## src/rtl/regfile_wb_arbiter.sv

```systemverilog
// Write-back arbiter: three single-entry slots (ALU, load, PC) drained one per
// cycle by round-robin into a registered register-bank write / PC-update port.
module regfile_wb_arbiter (
   input  logic        clk,
   input  logic        rst,
   input  logic        alu_req,
   input  logic [3:0]  alu_reg,
   input  logic [15:0] alu_data,
   output logic        alu_gnt,
   input  logic        mem_req,
   input  logic [3:0]  mem_reg,
   input  logic [15:0] mem_data,
   output logic        mem_gnt,
   input  logic        pc_req,
   input  logic [15:0] pc_data,
   output logic        pc_gnt,
   input  logic [3:0]  src_reg,
   input  logic [3:0]  dst_reg,
   output logic        wr_en,
   output logic [3:0]  wr_reg,
   output logic [15:0] wr_data,
   output logic        pc_inc,
   output logic [15:0] pc_data_in,
   output logic        stall
);

   typedef enum logic [1:0] {PTR_ALU = 2'd0, PTR_MEM = 2'd1, PTR_PC = 2'd2} ptr_t;
   typedef enum logic [1:0] {SEL_NONE = 2'd0, SEL_ALU = 2'd1, SEL_MEM = 2'd2, SEL_PC = 2'd3} sel_t;

   ptr_t        ptr_q, ptr_d;
   sel_t        sel;

   logic        alu_v, mem_v, pc_v;
   logic [3:0]  alu_r, mem_r;
   logic [15:0] alu_d, mem_d, pc_d;

   // Handshake: a requester's write is taken on the rising edge where req and
   // gnt are both 1; gnt is simply "slot empty", so there is no same-cycle bypass.
   assign alu_gnt = ~alu_v;
   assign mem_gnt = ~mem_v;
   assign pc_gnt  = ~pc_v;

   always_ff @(posedge clk or negedge rst) begin
      if (!rst) ptr_q <= PTR_ALU;
      else      ptr_q <= ptr_d;
   end

   // Search starts at the pointer; pointer moves past whoever wins, holds if idle.
   always_comb begin
      sel   = SEL_NONE;
      ptr_d = ptr_q;
      case (ptr_q)
         PTR_ALU: begin
            if (alu_v)      sel = SEL_ALU;
            else if (mem_v) sel = SEL_MEM;
            else if (pc_v)  sel = SEL_PC;
         end
         PTR_MEM: begin
            if (mem_v)      sel = SEL_MEM;
            else if (pc_v)  sel = SEL_PC;
            else if (alu_v) sel = SEL_ALU;
         end
         default: begin
            if (pc_v)       sel = SEL_PC;
            else if (alu_v) sel = SEL_ALU;
            else if (mem_v) sel = SEL_MEM;
         end
      endcase
      case (sel)
         SEL_ALU: ptr_d = PTR_MEM;
         SEL_MEM: ptr_d = PTR_PC;
         SEL_PC:  ptr_d = PTR_ALU;
         default: ptr_d = ptr_q;
      endcase
   end

   // Capture and issue of one slot are mutually exclusive since gnt = ~valid.
   always_ff @(posedge clk or negedge rst) begin
      if (!rst) begin
         alu_v <= 1'b0;
         alu_r <= 4'd0;
         alu_d <= 16'd0;
         mem_v <= 1'b0;
         mem_r <= 4'd0;
         mem_d <= 16'd0;
         pc_v  <= 1'b0;
         pc_d  <= 16'd0;
      end else begin
         if (alu_req && alu_gnt) begin
            alu_v <= 1'b1;
            alu_r <= alu_reg;
            alu_d <= alu_data;
         end else if (sel == SEL_ALU) begin
            alu_v <= 1'b0;
         end
         if (mem_req && mem_gnt) begin
            mem_v <= 1'b1;
            mem_r <= mem_reg;
            mem_d <= mem_data;
         end else if (sel == SEL_MEM) begin
            mem_v <= 1'b0;
         end
         if (pc_req && pc_gnt) begin
            pc_v <= 1'b1;
            pc_d <= pc_data;
         end else if (sel == SEL_PC) begin
            pc_v <= 1'b0;
         end
      end
   end

   // Strobes pulse for one cycle; index/data hold their last values when idle.
   always_ff @(posedge clk or negedge rst) begin
      if (!rst) begin
         wr_en      <= 1'b0;
         wr_reg     <= 4'd0;
         wr_data    <= 16'd0;
         pc_inc     <= 1'b0;
         pc_data_in <= 16'd0;
      end else begin
         wr_en  <= (sel == SEL_ALU) || (sel == SEL_MEM);
         pc_inc <= (sel == SEL_PC);
         case (sel)
            SEL_ALU: begin
               wr_reg  <= alu_r;
               wr_data <= alu_d;
            end
            SEL_MEM: begin
               wr_reg  <= mem_r;
               wr_data <= mem_d;
            end
            SEL_PC:  pc_data_in <= pc_d;
            default: ;
         endcase
      end
   end

   // Register 0 is the PC, so a pending or in-flight PC update hazards on r0.
   assign stall = (alu_v && ((src_reg == alu_r) || (dst_reg == alu_r)))
                | (mem_v && ((src_reg == mem_r) || (dst_reg == mem_r)))
                | (wr_en && ((src_reg == wr_reg) || (dst_reg == wr_reg)))
                | ((pc_v || pc_inc) && ((src_reg == 4'd0) || (dst_reg == 4'd0)));

endmodule

```

## config.mk

```make
export PLATFORM = sky130hd
export DESIGN_NAME = regfile_wb_arbiter
export DESIGN_NICKNAME = d
export VERILOG_FILES = /design/src/rtl/regfile_wb_arbiter.sv
export SDC_FILE = /design/constraint.sdc
export NUM_CORES = 1
export LEC_CHECK = 0
export CAP_MARGIN = 0
export CORE_MARGIN = 3
export CORE_UTILIZATION = 49
export DETAILED_ROUTE_END_ITERATION = 16
export PLACE_DENSITY = 0.8
export SETUP_SLACK_MARGIN = 0.3
export SLEW_MARGIN = 5
export SYNTH_ARGS = -nofsm -noshare
export SYNTH_HDL_FRONTEND = slang
export SYNTH_SLANG_ARGS = --single-unit
export TNS_END_PERCENT = 50
```

## constraint.sdc

```tcl
create_clock -name clk -period 2.1 [get_ports clk]
set_input_delay 0.42 -clock clk [delete_from_list [all_inputs] [get_ports clk]]
set_output_delay 0.42 -clock clk [all_outputs]
set_load 0.005 [all_outputs]
```

# Word-level counts from Yosys, hierarchy flattened
# Index checks and enable logic that the tools add are counted.
[op_classes] reduce_logical=21 n_eq_ne=10 n_mux=19 n_bitwise=6
[op_table] operator="one-hot mux 16 bit (2 select lines)" n=1
[op_table] operator="equality test 4 bit" n=6
[op_table] operator="two-way mux 2 bit" n=8
[op_table] operator="zero test 4 bit" n=2
[op_table] operator="one-hot mux 4 bit (2 select lines)" n=1
[op_table] operator="nonzero test 2 bit" n=4
[op_table] operator="logical AND 1 bit" n=7
[op_table] operator="two-way mux 1 bit" n=7
[op_table] operator="logical OR 1 bit" n=6
[op_table] operator="one-hot mux 2 bit (3 select lines)" n=1
[op_table] operator="equality test 2 x 1 -> 1 bit (second input constant)" n=2
[op_table] operator="equality test 2 bit (second input constant)" n=2
[op_table] operator="one-hot mux 2 bit (2 select lines)" n=1
[op_table] operator="inverter 1 bit" n=3
[op_table] operator="bitwise OR 1 bit" n=3
[op_table] operator="nonzero test 3 bit" n=1
[op_table] operator="zero test 2 bit" n=1
[totals] output_inout_bits=42 in_bits=69 regBits=99

# Depth between registers and ports, before layout
# Gate-level depths: netlist of the first run.
[logic_depth] depth_word=7 depth_mapped=9 ltp_nobuf=7

# Worst setup path before layout of the first run
# OpenSTA, ideal clock, no wires.
[synth_path] kind="register -> register" start="register alu_v" end="register pc_data_in[10]" t_required_ps=1975 period_less_slack_ps=1829 stages_incl_launch_ff=7 path_slack_ps=271 arrival_ps=1704 setup_ps=125 cell_sequence="dfrtp_1 -> inv_1 -> o21ai_0 -> ha_1 -> buf_2 -> buf_2 -> mux2_2"
[synth_between] elab_chain_cells=5 elab_cells_between_ends=8
[synth_rtl] element="from (decl)" line_no="33" text="logic alu_v, mem_v, pc_v;"
[synth_rtl] element="from (signal assigned)" line_no="80" text="alu_v <= 1'b0;"
[synth_rtl] element="from (signal assigned)" line_no="90" text="alu_v <= 1'b1;"
[synth_rtl] element="from (signal assigned)" line_no="94" text="alu_v <= 1'b0;"
[synth_rtl] element="two-way mux 1 bit" line_no="61" text="else if (alu_v) sel = SEL_ALU;"
[synth_rtl] element="two-way mux 2 bit" line_no="60" text="else if (pc_v) sel = SEL_PC;"
[synth_rtl] element="two-way mux 2 bit" line_no="59" text="if (mem_v) sel = SEL_MEM;"
[synth_rtl] element="one-hot mux 2 bit (2 select lines) (*)" line_no="52" text="case (ptr_q)"
[synth_rtl] element="equality test 2 bit (*)" line_no="123" text="case (sel)"
[synth_rtl] element="to (signal assigned)" line_no="132" text="SEL_PC: pc_data_in <= pc_d;"
[synth_rtl] element="to (decl)" line_no="23" text="output logic [15:0] pc_data_in,"
# Mark *: on every way between the ends. The rest lies on a longest branch, timed or not.
# A chain may end at the register's enable or synchronous reset.

# Final worst setup path of the first run
[layout_path] start="register alu_r[1]" end="output port stall"
[layout_between] elab_chain_cells=6 elab_cells_between_ends=7
[layout_rtl] element="from (decl)" line_no="34" text="logic [3:0] alu_r, mem_r;"
[layout_rtl] element="from (signal assigned)" line_no="91" text="alu_r <= alu_reg;"
[layout_rtl] element="equality test 4 bit" line_no="139" text="assign stall = (alu_v && ((src_reg == alu_r) || (dst_reg == alu_r)))"
[layout_rtl] element="logical OR 1 bit (*)" line_no="139"
[layout_rtl] element="logical AND 1 bit (*)" line_no="139"
[layout_rtl] element="bitwise OR 1 bit (*)" line_no="140" text="| (mem_v && ((src_reg == mem_r) || (dst_reg == mem_r)))"
[layout_rtl] element="bitwise OR 1 bit (*)" line_no="141" text="| (wr_en && ((src_reg == wr_reg) || (dst_reg == wr_reg)))"
[layout_rtl] element="bitwise OR 1 bit (*)" line_no="142" text="| ((pc_v || pc_inc) && ((src_reg == 4'd0) || (dst_reg == 4'd0)));"
[layout_rtl] element="to (decl)" line_no="24" text="output logic stall"
# Marks and branches as above.

==> impl_metrics.py, run 1 <==
metrics = {
    "outcome": {
        "status": "finished clean",
    },
    "drt": {
        "vias_per_cell": 5.21,
        "drt_iter0_drc": 66,
        "routed_wl_microns": 9810,
        "routedWlPerCell_microns": 17.9,
        "ant_nets": 0,
        "firstDrtPassIters": 4,
        "drc": 0,
        "vias": 2857,
    },
    "place": {
        "place_hpwl_microns": 6670,
        "place_inst": 518,
        "port_buffers": 110,
        "place.gp.congestion": 0.858,
    },
    "clock_network": {
        "path_clk_slew_ns": 0.10,
        "cts_buffers": 9,
        "cts_tree": "built",
        "ctsRootBufferMaster": "clkbuf_8",
        "cts_buffer_depth": 2,
        "clk_latency_ns": 0.36,
        "cts.sinks": 99,
        "h-tree-depth": 3,
    },
    "sta": {
        "finalHoldViolCount": 0,
        "setup_violations": 0,
        "slew_headroom_pct": 71.4,
        "timing.fmax_mhz": 493,
        "finalCritPeriodShare_pct": 96.6,
        "skew_ns": 0.0107,
        "slew_violations": 0,
        "period_minus_slack_ns": 2.03,
        "worstMarginPinSlew_ns": 0.429,
        "rsz0062_at_grt": "true",
    },
    "grt": {
        "grt_pass1_vias": 3039,
        "grt_max_degree": 48,
        "grt-ovfl-total": 0,
        "gr-usage-all-layers_pct": 20.6,
        "antenna_found_initial": 0,
        "grt_first_pass_wirelength_microns": 15800,
    },
    "synth": {
        "yosys-top-cells-area": "dfrtp_1, mux2_2, mux2i_1",
        "yosys-top-cells-count": "dfrtp_1, mux2_2, xor2_1",
        "syn_avg_cell_area_sq_um": 13.9,
        "netlist_instances": 306,
        "netlist_area_sq_um": 4270,
        "synth_top_cell_area_share_pct": 58.1,
        "yosysMostFrequentCell": "dfrtp_1",
        "synth_nets": 380,
        "ys_ff_latch": 99,
        "ys.flop_type": "dfrtp_1",
        "yosys_warnings": 0,
        "synth_seq_area_share_pct": 58.1,
        "async_flop_share_pct": 100,
        "synth_edf_count": 0,
        "synth.largest_area_cell": "dfrtp_1",
        "synth_cell_type_count": 25,
    },
    "layout": {
        "multi_input_area_sq_um": 1710,
        "final-seq-area_sq_um": 2480,
        "final_util_pct": 70.7,
        "layout-drive-gt1-share_pct": 29.1,
        "nets": 512,
        "n_antenna_cell": 0,
        "fillers": 605,
        "final_cells": 548,
        "syn2layout_area_growth_pct": 38.2,
    },
    "floorplan": {
        "core_area_sq_um": 8340,
        "ios": 111,
        "fp.dieW_microns": 99.3,
        "dieArea_sq_um": 9860,
        "die_h_microns": 99.3,
        "start_util_pct": 51.1,
        "row_count": 33,
    },
    "critical_path": {
        "endpoint_kind": "output port",
        "reg2reg_slack_ns": 0.28,
        "cp-startpoint": "alu_r[1]",
        "reg2reg_depth": 7,
        "crit_end": "stall",
        "r2r_end": "wr_data[2]",
        "cp_max_fo": 2,
        "required_ns": 1.68,
        "r2r-start": "ptr_q[1]",
        "criticalPathCategory": "register to output port",
        "arrival_ns": 1.61,
        "path_cells": "xor2_1, nor4_2, o21ai_1, nand4_1, buf_2",
        "startpoint_type": "register",
        "cp_slowest_cell": "dfrtp_1",
        "slowest_delay_ns": 0.43,
    },
    "power": {
        "powerDensity_nw_per_um2": 1690,
        "peakVddDrop_mv": 0.898,
        "p_leak_nw": 2.53,
    },
    "run": {
        "drv_cap": 0,
    },
    "min_path": {
        "worstHoldPathType": "register to register",
    },
}
==> final cells by class <==
class,instances,share of cell area (%)
Sequential cell,99,42.1
Clock buffer,10,2.33
Timing Repair Buffer,136,23.2
Clock inverter,6,0.806
Tap cell,105,2.23
Multi-Input combinational cell,187,29.0
Inverter,5,0.318
==> through the flow <==
step           instance area (sq um)  TNS [ns]  power [W]  worst slack, ns  hold WS [ns]
2_1_floorplan                   4270         0    0.00645            0.301         0.124
3_3_place_gp                    5520    -0.438    0.00814           -0.438         0.384
3_5_place_dp                    5520    -0.523    0.00836           -0.523         0.392
4_1_cts                         5810         0    0.00979           0.0886         0.508
5_1_grt                         5900   -0.0242     0.0107          -0.0242         0.523
6_report                        5900         0    0.00995           0.0705         0.501
==> metal layers <==
layer  GRT usage (%)  vias up  wire, microns
li1                -     1328              -
met1            26.5     1437           4180
met2            33.8       85           4900
met3            6.59        7            641
met4            5.25        0             90
met5               0        -              0
==> cells by family (layout without fill, tap and decap cells) <==
| group | Yosys count | after routing | share of synthesized area [%] |
|---|---|---|---|
| compound gates | 31 | 31 | 3.99 |
| xor+xnor | 24 | 24 | 4.93 |
| fa+ha+maj | 5 | 5 | 1.47 |
| buf+inv | 20 | 157 | 2.93 |
| flops | 99 | 99 | 58.1 |
| mux | 94 | 94 | 25.0 |
| simple gates | 33 | 33 | 3.61 |
==> repair_timing <==
action                     in CTS  in global routing
buffers inserted                7                  4
gates resized for setup        27                 10
hold endpoints to repair       31                  0
setup endpoints to repair      40                 38
cloned                          1                  1
hold buffers                    1                  0
pin swaps                       6                 22
==> power breakdown <==
part	leakage (nW)	switching, W	internal [W]
Clock	0.0937	0.000672	0.000476
Sequential	1.14	0.000663	0.00296
Combinational	1.29	0.00219	0.00298
Total	2.53	0.00353	0.00642
==> critical path: cells and delay by family (launching register included) <==
kind / cells / cell delay [ns]
buf+inv: 1 / 0.11
flops: 1 / 0.43
compound gates: 1 / 0.10
xor+xnor: 1 / 0.19
simple gates: 2 / 0.44
==> how the worst min path moves through the flow <==
stage / startpoint / end / slack, ns / cells after the start
floorplan: rst / alu_d[0] / 0.12 / 0
global placement: rst / pc_d[13] / 0.38 / 1
detailed placement: rst / pc_d[13] / 0.39 / 1
CTS: pc_d[4] / pc_data_in[4] / 0.51 / 1
global route: pc_d[6] / pc_data_in[6] / 0.52 / 1
finish: pc_d[4] / pc_data_in[4] / 0.50 / 1
==> cells in the final DEF (no fill, tap or decap), drive strengths merged, types with 3 or more instances in the layout <==
master         count
a21oi             20
buf               26
clkbuf            11
clkdlybuf4s50     94
dfrtp             99
dlygate4sd2       11
dlymetal6s2s       3
ha                 5
inv                8
mux2              73
mux2i             21
nor2              20
nor2b              3
nor4               8
o21ai              4
o21bai             3
xor2              24
(Power assumes the default switching activity.)
==> run 2, diff against run 1 <==
--- a/config.mk
+++ b/config.mk
@@ -9,6 +9,7 @@
 export CORE_MARGIN = 3
 export CORE_UTILIZATION = 49
 export DETAILED_ROUTE_END_ITERATION = 16
+export GPL_TIMING_DRIVEN = 0
 export PLACE_DENSITY = 0.8
 export SETUP_SLACK_MARGIN = 0.3
 export SLEW_MARGIN = 5
==> run 2 against run 1 <==
Effect of this change:
- critical path type unchanged
- sequential share of layout area decreased by 1.4 points
- die area unchanged
- non-clock buffer count increased by 14
- register-to-register slack improved by 0.02 ns
- global-route usage decreased by 0.54 points
==> impl_metrics.py, run 2 (synthesis results as in run 1) <==
metrics = {
    "outcome": {
        "status": "finished clean",
    },
    "min_path": {
        "worstHoldPathType": "input pin to asynchronous set/reset pin",
    },
    "power": {
        "powerDensity_nw_per_um2": 1770,
        "switching_power_w": 0.00373,
        "p_int_w": 0.00705,
        "p_leak_nw": 2.60,
        "p_comb_share_pct": 54.6,
        "total_power_w": 0.0108,
        "peakVddDrop_mv": 1.04,
        "clockPowerShare_pct": 11.8,
        "swShare_pct": 34.6,
        "p_seq_share_pct": 33.6,
    },
    "grt": {
        "grt_pass1_vias": 3088,
        "grt-ovfl-total": 0,
        "grt_first_pass_wirelength_microns": 15600,
        "gr-usage-all-layers_pct": 20.0,
        "antenna_found_initial": 0,
        "grt_max_degree": 53,
    },
    "place": {
        "place_ws_ns": -0.522,
        "place_hpwl_microns": 6780,
        "place_inst": 522,
        "port_buffers": 110,
        "place.gp.congestion": 0.896,
    },
    "critical_path": {
        "r2r-start": "ptr_q[1]",
        "cp-startpoint": "alu_r[2]",
        "required_ns": 1.68,
        "r2r_end": "wr_data[3]",
        "crit_end": "stall",
        "startpoint_type": "register",
        "reg2reg_depth": 9,
        "criticalPathCategory": "register to output port",
        "cp_max_fo": 3,
        "arrival_ns": 1.67,
        "reg2reg_slack_ns": 0.30,
        "endpoint_kind": "output port",
    },
    "clock_network": {
        "cts_tree": "built",
        "ctsRootBufferMaster": "clkbuf_8",
        "cts.sinks": 99,
        "h-tree-depth": 3,
        "cts_buffer_depth": 2,
        "ctsHoldBuffers": 0,
        "cts_buffers": 9,
        "path_clk_slew_ns": 0.10,
        "clk_latency_ns": 0.35,
    },
    "layout": {
        "nets": 526,
        "final_util_pct": 73.1,
        "mostFrequentLayoutCell": "clkdlybuf4s50_1",
        "final-seq-area_sq_um": 2480,
        "n_antenna_cell": 0,
        "syn2layout_area_growth_pct": 42.9,
        "layout-drive-gt1-share_pct": 31.7,
        "final_cells": 562,
        "fillers": 560,
        "final_cell_mix": "clkdlybuf4s50_1, dfrtp_1, mux2_2, buf_4, xor2_1",
        "multi_input_area_sq_um": 1730,
    },
    "sta": {
        "setup_slack_ns": 0.00955,
        "finalHoldViolCount": 0,
        "holdWs_ns": 0.0793,
        "skew_ns": 0.00748,
        "timing.fmax_mhz": 478,
        "period_minus_slack_ns": 2.09,
        "setup_violations": 0,
        "worstMarginPinSlew_ns": 0.629,
        "slew_headroom_pct": 58.1,
        "finalCritPeriodShare_pct": 99.5,
        "slew_violations": 0,
        "rsz0062_at_grt": "true",
    },
    "drt": {
        "vias": 2940,
        "firstDrtPassIters": 4,
        "drt_iter0_drc": 91,
        "ant_nets": 0,
        "drc": 0,
        "vias_per_cell": 5.23,
        "routedWlPerCell_microns": 18.2,
        "routed_wl_microns": 10200,
    },
    "floorplan": {
        "fp.dieW_microns": 99.3,
        "ios": 111,
        "core_area_sq_um": 8340,
        "dieArea_sq_um": 9860,
        "die_h_microns": 99.3,
        "start_util_pct": 51.1,
        "row_count": 33,
    },
    "run": {
        "drv_cap": 0,
    },
}
run 2: cell types whose count changed in the layout (fill, tap and decap cells not counted), moves of 3 or more:
cell             change
clkdlybuf4s50_1      +5
nor2b_2              -3
inv_2                +3
buf_6                +3
dlygate4sd2_1        -3
nor2b_1              +3
buf_4                +8
inv_1                -3
run 2: what timing repair did:
action | CTS | global route
pin swaps | 8 | 7
setup endpoints to repair | 42 | 38
resized for setup | 28 | 39
cloned | 0 | 2
buffers inserted | 11 | 11
run 2: final cells by class:
| class | instances | share of cell area [%] |
|---|---|---|
| buffer | 15 | 3.00 |
| clock buffer | 11 | 2.48 |
| clock inverter | 5 | 0.985 |
| inverter | 5 | 0.308 |
| multi-input combinational | 187 | 28.5 |
| sequential | 99 | 40.8 |
| tap | 105 | 2.16 |
| timing repair buffer | 135 | 21.9 |
run 2: power groups by stage:
stage	logic [W]	registers, W	clock network (W)
floorplan	0.00295	0.00350	0
global placement	0.00454	0.00360	0
detailed placement	0.00471	0.00365	0
CTS	0.00501	0.00360	0.00130
global route	0.00638	0.00374	0.00138
finish	0.00589	0.00362	0.00127
run 2: metal layers:
metal  GRT usage [%]  routed length, microns
met5               0                       0
met4            5.88                      85
met3            5.19                     759
met2            32.7                    5080
met1            26.5                    4290
run 2: critical path: stages (launching register included):
cell     delay (ns)
dfrtp_1        0.44
xor2_1         0.19
nor4_2         0.35
o21ai_1        0.13
nand4_1        0.10
buf_2          0.12
run 2: metrics by stage:
step	cell area [sq um]	TNS, ns
2_1_floorplan	4270	0
3_3_place_gp	5500	-289.46
3_5_place_dp	5520	-0.707
4_1_cts	5840	0
5_1_grt	6090	-0.0900
6_report	6090	0
run 2: how the worst min path moves through the flow:
stage                           to  slack [ns]  depth (start not counted)
floorplan                 alu_d[0]        0.12                          0
global placement     pc_data_in[8]        0.48                          1
detailed placement  pc_data_in[14]        0.48                          1
CTS                 pc_data_in[12]        0.09                          1
global route        pc_data_in[15]        0.12                          1
finish              pc_data_in[14]        0.08                          1
==> run 3, diff against run 2 <==
--- a/config.mk
+++ b/config.mk
@@ -7,13 +7,12 @@
 export LEC_CHECK = 0
 export CAP_MARGIN = 0
 export CORE_MARGIN = 3
-export CORE_UTILIZATION = 49
+export CORE_UTILIZATION = 52
 export DETAILED_ROUTE_END_ITERATION = 16
 export GPL_TIMING_DRIVEN = 0
-export PLACE_DENSITY = 0.8
+export PLACE_DENSITY = 0.85
 export SETUP_SLACK_MARGIN = 0.3
 export SLEW_MARGIN = 5
 export SYNTH_ARGS = -nofsm -noshare
 export SYNTH_HDL_FRONTEND = slang
 export SYNTH_SLANG_ARGS = --single-unit
-export TNS_END_PERCENT = 50
==> constraint.sdc (replaced) <==
create_clock -name clk -period 2.6 [get_ports clk]
set_input_delay 0.52 -clock clk [delete_from_list [all_inputs] [get_ports clk]]
set_output_delay 0.52 -clock clk [all_outputs]
set_load 0.005 [all_outputs]
==> run 3 against run 2 <==
Effect of this change:
- highest routed layer unchanged
- clock skew grew 0.0043 ns
- register-to-register slack gained 0.19 ns
- critical path depth grew 1
- die area shrank 5.4%
- sequential power shrank 19%
- count of clock-buffer cells in the layout shrank 2
- non-clock buffer count shrank 21
- via count shrank 2.3%
- wire length shrank 7.2%
- first-iteration DRC count grew 3.3%
- clock power shrank 20%
- hold slack gained 0.094 ns
==> impl_metrics.py, run 3 (synthesis results as in run 1) <==
metrics = {
    "drt": {
        "vias": 2873,
        "drc": 0,
        "ant_nets": 0,
        "routed_wl_microns": 9470,
        "wl_met3_microns": 721,
        "vias_per_cell": 5.34,
        "wl_met1_microns": 3880,
        "drt_iter0_drc": 94,
        "routedWlPerCell_microns": 17.6,
        "firstDrtPassIters": 4,
        "dr_wl_met2_microns": 4800,
        "maxUsedRoutingLayer": "met4",
    },
    "power": {
        "powerDensity_nw_per_um2": 1350,
        "peakVddDrop_mv": 0.726,
        "p_leak_nw": 2.44,
    },
    "place": {
        "port_buffers": 110,
        "place.gp.congestion": 0.818,
        "placed_area_sq_um": 5520,
        "place_hpwl_microns": 6930,
        "place_inst": 519,
    },
    "critical_path": {
        "arrival_ns": 1.72,
        "reg2reg_depth": 7,
        "startpoint_type": "input pin",
        "cp_max_fo": 4,
        "required_ns": 2.08,
        "endpoint_kind": "output port",
        "criticalPathCategory": "input pin to output port",
    },
    "sta": {
        "finalHoldViolCount": 0,
        "slew_headroom_pct": 58.6,
        "slew_violations": 0,
        "skew_ns": 0.0118,
        "setup_violations": 0,
        "timing.setup.tns_ns": 0,
        "rsz0062_at_grt": "false",
        "period_minus_slack_ns": 2.24,
        "finalCritPeriodShare_pct": 86.1,
        "worstMarginPinSlew_ns": 0.621,
        "timing.fmax_mhz": 447,
        "holdWs_ns": 0.173,
    },
    "outcome": {
        "status": "finished clean",
    },
    "layout": {
        "final_cells": 538,
        "mostFrequentLayoutCell": "clkdlybuf4s50_1",
        "final_area_sq_um": 5760,
        "syn2layout_area_growth_pct": 35.1,
        "n_antenna_cell": 0,
        "final_cell_mix": "clkdlybuf4s50_1, dfrtp_1, mux2_2, xor2_1, mux2i_1",
        "layout-drive-gt1-share_pct": 25.2,
        "nets": 505,
    },
    "clock_network": {
        "cts_tree": "built",
        "ctsRootBufferMaster": "clkbuf_8",
        "path_clk_slew_ns": 0.09,
        "cts.sinks": 99,
        "ctsHoldBuffers": 0,
        "cts_buffer_depth": 2,
        "cts_buffers": 9,
        "h-tree-depth": 3,
        "clk_latency_ns": 0.36,
    },
    "floorplan": {
        "core_area_sq_um": 7850,
        "die_h_microns": 96.6,
        "row_count": 32,
        "ios": 111,
        "fp.dieW_microns": 96.6,
        "dieArea_sq_um": 9330,
        "start_util_pct": 54.4,
    },
    "grt": {
        "antenna_found_initial": 0,
        "grt-ovfl-total": 0,
        "grt_max_degree": 53,
        "grt_pass1_vias": 2993,
        "gr-usage-all-layers_pct": 21.5,
        "grt_first_pass_wirelength_microns": 15000,
    },
    "min_path": {
        "worstHoldPathType": "input pin to asynchronous set/reset pin",
    },
    "run": {
        "drv_cap": 0,
    },
}
## run 3: cell type report
| class | count | area [sq um] |
|---|---|---|
| clock inverters | 7 | 85.1 |
| inverters | 5 | 18.8 |
| repair buffers | 114 | 1150 |
| well taps | 102 | 128 |
| flip-flops and latches | 99 | 2480 |
| multi-input cells | 187 | 1670 |
| plain buffers | 15 | 106 |
| clock buffers | 9 | 124 |
| fillers | 561 | 2080 |
## run 3: path summary, 6_finish.rpt
check / startpoint / end / slack [ns]
worst max-delay path: src_reg[3] / stall / 0.36
worst min-delay path: rst / pc_data_in[14] / 0.17
worst max register to register: mem_v / pc_data_in[12] / 0.49
worst min register to register: pc_d[10] / pc_d[10] / 0.51
max in group asynchronous: rst / wr_data[10] / 1.78
min in group clk: pc_d[10] / pc_d[10] / 0.51
## run 3: worst max-delay path: stages
cell and delay, ns:
dlygate4sd2_1 0.31, xor2_1 0.18, nor4_1 0.30, o21ai_1 0.10, nand4_1 0.10, clkdlybuf4s15_1 0.21
## run 3: per-layer routing
metal	vias to the layer above	global-route usage, %
met5	-	0
met4	0	5.14
met3	9	7.82
met2	96	35.9
met1	1452	26.6
li1	1316	-
## run 3: timing repair
item                                    CTS  global route
buffers inserted                          3             0
pin swaps                                 3             4
endpoints found under the setup margin    1            14
resized for setup                        17             8
endpoints found under the hold margin     0             0
## run 3: power by group
part	internal [W]	leakage, nW	switching [W]	total (W)
Clock	0.000463	0.0999	0.000560	0.00102
Combinational	0.00212	1.19	0.00168	0.00380
Sequential	0.00239	1.15	0.000545	0.00293
## run 3: per-stage QoR
stage	power (W)	utilization, %	setup WS [ns]
global placement	0.00655	70.0	-2.49
CTS	0.00780	73.2	0.355
floorplan	0.00521	-	0.771
finish	0.00776	73.4	0.361
global route	0.00831	73.4	0.307
detailed placement	0.00675	70.3	-0.181
